==> config.mk <==
export PLATFORM = sky130hd
export DESIGN_NAME = ext_fifo_chan_demux
export DESIGN_NICKNAME = d
export VERILOG_FILES = /design/src/rtl/ext_fifo_chan_demux_pkg.sv /design/src/rtl/ext_fifo_chan_demux_sat_counter.sv /design/src/rtl/ext_fifo_chan_demux.sv
export SDC_FILE = /design/constraint.sdc
export NUM_CORES = 1
export LEC_CHECK = 0
export CORE_MARGIN = 2
export CORE_UTILIZATION = 30
export DETAILED_ROUTE_END_ITERATION = 8
export HOLD_SLACK_MARGIN = 0.03
export PLACE_DENSITY_LB_ADDON = 0.12
export SLEW_MARGIN = 20
export SYNTH_ARGS = -nofsm -noshare
export SYNTH_HDL_FRONTEND = slang
export SYNTH_SLANG_ARGS = --single-unit
==> constraint.sdc <==
create_clock -name clk -period 2.1 [get_ports clk]
set_input_delay 0.525 -clock clk [delete_from_list [all_inputs] [get_ports clk]]
set_output_delay 0.525 -clock clk [all_outputs]
set_load 0.02 [all_outputs]
==> src/rtl/ext_fifo_chan_demux_pkg.sv <==
// Shared constants for the external SRAM FIFO channel demux: framing flag
// positions, FSM encoding and status counter slots.
package ext_fifo_chan_demux_pkg;

    localparam int SOF_BIT = 32;
    localparam int EOF_BIT = 33;
    localparam int OCC_HI  = 35;
    localparam int OCC_LO  = 34;

    localparam logic [1:0] ST_IDLE = 2'd0;
    localparam logic [1:0] ST_PKT0 = 2'd1;
    localparam logic [1:0] ST_PKT1 = 2'd2;

    localparam int CNT_PKT0 = 0;
    localparam int CNT_PKT1 = 1;
    localparam int CNT_DROP = 2;
    localparam int CNT_ERR  = 3;
    localparam int NUM_CNT  = 4;

endpackage

==> src/rtl/ext_fifo_chan_demux_sat_counter.sv <==
// Event counter that sticks at all-ones instead of wrapping.
module sat_counter #(
    parameter int W = 16
) (
    input  logic         clk,
    input  logic         rst,
    input  logic         inc,
    output logic [W-1:0] count
);

    logic [W-1:0] count_reg;

    always_ff @(posedge clk) begin
        if (rst) begin
            count_reg <= '0;
        end else if (inc && (count_reg != '1)) begin
            count_reg <= count_reg + W'(1);
        end
    end

    assign count = count_reg;

endmodule

==> src/rtl/ext_fifo_chan_demux.sv <==
// Packet-atomic 1:2 steering stage feeding the two write ports of the
// external SRAM FIFO through one shared, registered data bus.
module ext_fifo_chan_demux
    import ext_fifo_chan_demux_pkg::*;
#(
    parameter int WIDTH    = 36,
    parameter int CHAN_BIT = 16,
    parameter int CNT_W    = 16
) (
    input  logic             clk,
    input  logic             rst,
    input  logic [WIDTH-1:0] data_i,
    input  logic             src_rdy_i,
    output logic             dst_rdy_o,
    output logic [WIDTH-1:0] data_o,
    output logic             src0_rdy_o,
    input  logic             dst0_rdy_i,
    output logic             src1_rdy_o,
    input  logic             dst1_rdy_i,
    output logic [CNT_W-1:0] pkt0_cnt,
    output logic [CNT_W-1:0] pkt1_cnt,
    output logic [CNT_W-1:0] drop_cnt,
    output logic [CNT_W-1:0] err_cnt,
    output logic             busy
);

    logic [1:0]       state_reg, state_next;
    logic             out_valid_reg, out_valid_next;
    logic             dest_reg, dest_next;
    logic [WIDTH-1:0] data_reg, data_next;

    logic             out_taken;
    logic             accept;
    logic             in_sof, in_eof, in_chan, in_idle;
    logic [NUM_CNT-1:0] cnt_inc;
    logic [CNT_W-1:0]   cnt_val [NUM_CNT];

    assign in_sof  = data_i[SOF_BIT];
    assign in_eof  = data_i[EOF_BIT];
    assign in_chan = data_i[CHAN_BIT];
    // Any unused encoding is treated as IDLE so a corrupted state self-heals.
    assign in_idle = (state_reg != ST_PKT0) && (state_reg != ST_PKT1);

    assign out_taken = out_valid_reg & (dest_reg ? dst1_rdy_i : dst0_rdy_i);
    assign dst_rdy_o = ~out_valid_reg | out_taken;
    assign accept    = src_rdy_i & dst_rdy_o;

    always_comb begin
        state_next     = state_reg;
        out_valid_next = out_valid_reg & ~out_taken;
        dest_next      = dest_reg;
        data_next      = data_reg;
        if (accept) begin
            if (in_sof) begin
                // A SOF always restarts steering, even inside an unfinished packet.
                out_valid_next = 1'b1;
                dest_next      = in_chan;
                data_next      = data_i;
                state_next     = in_eof ? ST_IDLE : (in_chan ? ST_PKT1 : ST_PKT0);
            end else if (!in_idle) begin
                out_valid_next = 1'b1;
                dest_next      = (state_reg == ST_PKT1);
                data_next      = data_i;
                state_next     = in_eof ? ST_IDLE : state_reg;
            end else begin
                state_next     = ST_IDLE;
            end
        end
    end

    always_ff @(posedge clk) begin
        if (rst) begin
            state_reg     <= ST_IDLE;
            out_valid_reg <= 1'b0;
            dest_reg      <= 1'b0;
            data_reg      <= '0;
        end else begin
            state_reg     <= state_next;
            out_valid_reg <= out_valid_next;
            dest_reg      <= dest_next;
            data_reg      <= data_next;
        end
    end

    assign cnt_inc[CNT_PKT0] = out_taken & ~dest_reg & data_reg[EOF_BIT];
    assign cnt_inc[CNT_PKT1] = out_taken &  dest_reg & data_reg[EOF_BIT];
    assign cnt_inc[CNT_DROP] = accept & ~in_sof & in_idle;
    assign cnt_inc[CNT_ERR]  = accept &  in_sof & ~in_idle;

    generate
        for (genvar gi = 0; gi < NUM_CNT; gi++) begin : g_cnt
            sat_counter #(.W(CNT_W)) u_cnt (
                .clk   (clk),
                .rst   (rst),
                .inc   (cnt_inc[gi]),
                .count (cnt_val[gi])
            );
        end
    endgenerate

    assign pkt0_cnt   = cnt_val[CNT_PKT0];
    assign pkt1_cnt   = cnt_val[CNT_PKT1];
    assign drop_cnt   = cnt_val[CNT_DROP];
    assign err_cnt    = cnt_val[CNT_ERR];

    assign data_o     = data_reg;
    assign src0_rdy_o = out_valid_reg & ~dest_reg;
    assign src1_rdy_o = out_valid_reg &  dest_reg;
    assign busy       = ~in_idle | out_valid_reg;

endmodule

==> flow_summary.yaml <==
run_status:
  status: "complete, no violations"
sta:
  finClkSkew_ns: 0.00577
  slew_viol_final: 0
  worst_slew_margin_rel: 0.620
  rsz0062_at_grt: "no"
  setup_viol: 0
  post-route-period-util: 0.970
  fmax_mhz: 491
  layout_min_cycle_time_ns: 2.04
  worstMarginPinSlew_ns: 0.570
  hold_violations: 0
synthesis:
  synthArstFlopShare: 0
  syn_inst: 538
  yosysSeqAreaShare: 0.450
  synth_area_um2: 4620
  synth_cell_types: 50
  syn_nets: 584
  syn_avg_cell_area_um2: 8.59
  synth_edf_count: 0
  synth_flop_cell: "dfxtp_1"
  ys_ff_latch: 104
  yosysWarnings: 0
worst_setup_path:
  crit_arrival_ns: 2.27
  worst_setup_path_end_kind: "flip-flop"
  cp.required_ns: 2.33
  critPathLaunchType: "input pin"
  path_class: "in2reg"
  cp_max_fo: 3
clocking:
  tritoncts: "yes"
  hold_buffers: 0
  clock_sinks: 104
  clkTransAtPathRegs_ns: 0.07
  cts_max_path_buffers: 2
  clk_latency_ns: 0.35
  post_cts.repair.setup_buffers: 0
  numCtsBuffers: 9
  cts_root_buf: "clkbuf_16"
  cts_max_level: 3
finish:
  nets: 752
  final_cell_area_um2: 6860
  final_cell_mix: "clkdlybuf4s50_1 (139), dfxtp_1 (103), nand2_1 (87)"
  diodes: 0
  mostFrequentLayoutCell: "clkdlybuf4s50_1"
  largest_register_ffs: 64
  area_growth_pct: 48.4
  drive_above_1_share: 0.115
routing:
  ant_nets: 0
  wirelength_um: 12800
  met1_length_um: 5940
  vias_per_cell: 4.86
  drt-wirelength-per-cell_um: 14.2
  met3WireLength_um: 651
  wl_met2_um: 5870
  vias: 4369
  drt_iter0_markers: 211
  routed.top_layer: "met4"
  drc: 0
  dr.pass1.iters: 5
power_and_ir_drop:
  power_frac_comb: 0.104
  p_sw_frac: 0.237
  p_switching_uw: 991
  total_power_mw: 4.18
  clockPowerShare: 0.408
  peakVddDrop_mv: 0.361
  p_per_area_nw_per_um2: 609
  leakage_nw: 2.34
  p_seq_frac: 0.489
  internal_power_mw: 3.19
floorplan:
  fp-row-count: 45
  start_util: 0.305
  fp.dieW_um: 128
  dieArea_um2: 16400
  die_y_um: 128
  io_pins: 145
  core_region_area_um2: 15100
grt:
  grt_overflow: 0
  grt_start_max_net_pins: 53
  track_usage: 0.154
  grt_pass1_wl_um: 20200
  grt_pass1_vias: 4122
  antenna_found_initial: 0
min_path:
  hold_class: "reg2reg"
placement:
  dp_hpwl_um: 9150
  place_congestion: 0.860
  postPlaceCellArea_um2: 6500
  port_buffers: 144
job:
  cap_violations: 0
==> per-layer routing <==
metal / track usage / vias up
met3: 0.0313 / 20
met1: 0.200 / 2008
met5: 0 / -
met2: 0.247 / 123
li1: - / 2218
met4: 0.0730 / 0
==> critical path, stage by stage <==
cell and delay [ns]:
clkdlybuf4s50_1 0.53, buf_4 0.14, nand4_2 0.15, or4_4 0.57, nor3_2 0.16, xnor2_1 0.14
nor2_1 0.05
==> cells in the mapped netlist (2+ instances only) <==
master	number	area, um2
or3_1	9	56.3
a22o_1	2	17.5
inv_1	5	18.8
a21o_1	2	15.0
nor2b_1	3	18.8
o2111ai_1	3	26.3
o21ai_0	11	55.1
nand4_2	3	37.5
clkbuf_1	12	45.0
xor2_1	10	87.6
buf_2	4	20.0
nand4_1	14	87.6
nor4b_1	7	61.3
nand3_1	18	90.1
and2_1	5	31.3
and4_1	7	61.3
a21oi_1	46	230
dfxtp_1	104	2080
mux2i_1	4	40.0
nor3_1	15	75.1
nor4_2	7	87.6
nand3b_1	4	30.0
buf_4	2	15.0
buf_1	4	15.0
and3_1	8	50.1
a31oi_1	3	18.8
nor3b_1	2	15.0
o211ai_1	4	30.0
xnor2_1	37	324
nand2_1	87	327
nor2_1	61	229
nor4_1	11	68.8
nand2b_1	3	18.8
ha_1	5	62.6
==> worst paths after layout <==
path / startpoint / to / slack, ns / depth (start not counted)
max: dst1_rdy_i / g_cnt[1].u_cnt.count[15]$_SDFFE_PP0P_ / 0.06 / 7
min: data_o[34]$_SDFFE_PP0P_ / data_o[34]$_SDFFE_PP0P_ / 0.45 / 2
max reg2reg: g_cnt[2].u_cnt.count[1]$_SDFFE_PP0P_ / g_cnt[2].u_cnt.count[14]$_SDFFE_PP0P_ / 0.15 / 6
min reg2reg: data_o[34]$_SDFFE_PP0P_ / data_o[34]$_SDFFE_PP0P_ / 0.45 / 2
==> area by class of cell <==
| type | instances | area [um2] |
|---|---|---|
| clock inverter | 5 | 56.3 |
| inverter | 5 | 18.8 |
| fill | 1470 | 8290 |
| sequential | 104 | 2080 |
| clock buffer | 11 | 243 |
| timing repair buffer | 180 | 1760 |
| tap | 188 | 235 |
| multi-input combinational | 406 | 2470 |
==> logic make-up after synthesis <==
logic type / count (synthesis) / synth area share
XOR/XNOR: 47 / 0.0890
flip-flops: 104 / 0.450
multiplexers: 6 / 0.0141
AND/OR/NAND/NOR: 273 / 0.312
buffers and inverters: 28 / 0.0271
adder cells (fa/ha/maj): 5 / 0.0135
AO/OA/AOI/OAI: 75 / 0.0939
==> metrics by stage <==
stage / TNS, ns / util / instances / hold slack, ns / setup WS, ns
2_1_floorplan: 0 / - / 538 / 0.442 / 0.204
3_3_place_gp: -11.82 / 0.429 / 882 / 0.442 / -0.369
3_5_place_dp: -10.92 / 0.429 / 882 / 0.446 / -0.339
4_1_cts: -0.0375 / 0.449 / 898 / 0.457 / -0.0375
5_1_grt: 0 / 0.453 / 899 / 0.472 / 0.00531
6_report: 0 / 0.453 / 899 / 0.453 / 0.0628
==> timing repair <==
item	4_1_cts	5_1_grt
cloned	0	1
endpoints found under the setup margin	4	10
gates resized for setup	8	10
==> power groups by stage <==
| stage | sequential [mW] | clock, mW | combinational (mW) |
|---|---|---|---|
| 6_report | 2.04 | 1.70 | 0.433 |
| 5_1_grt | 2.05 | 1.86 | 0.469 |
| 4_1_cts | 2.04 | 1.79 | 0.436 |
| 3_5_place_dp | 2.09 | 0 | 0.437 |
| 3_3_place_gp | 2.09 | 0 | 0.435 |
| 2_1_floorplan | 2.14 | 0 | 0.143 |
Note: power is estimated with default switching activity, not from simulation.
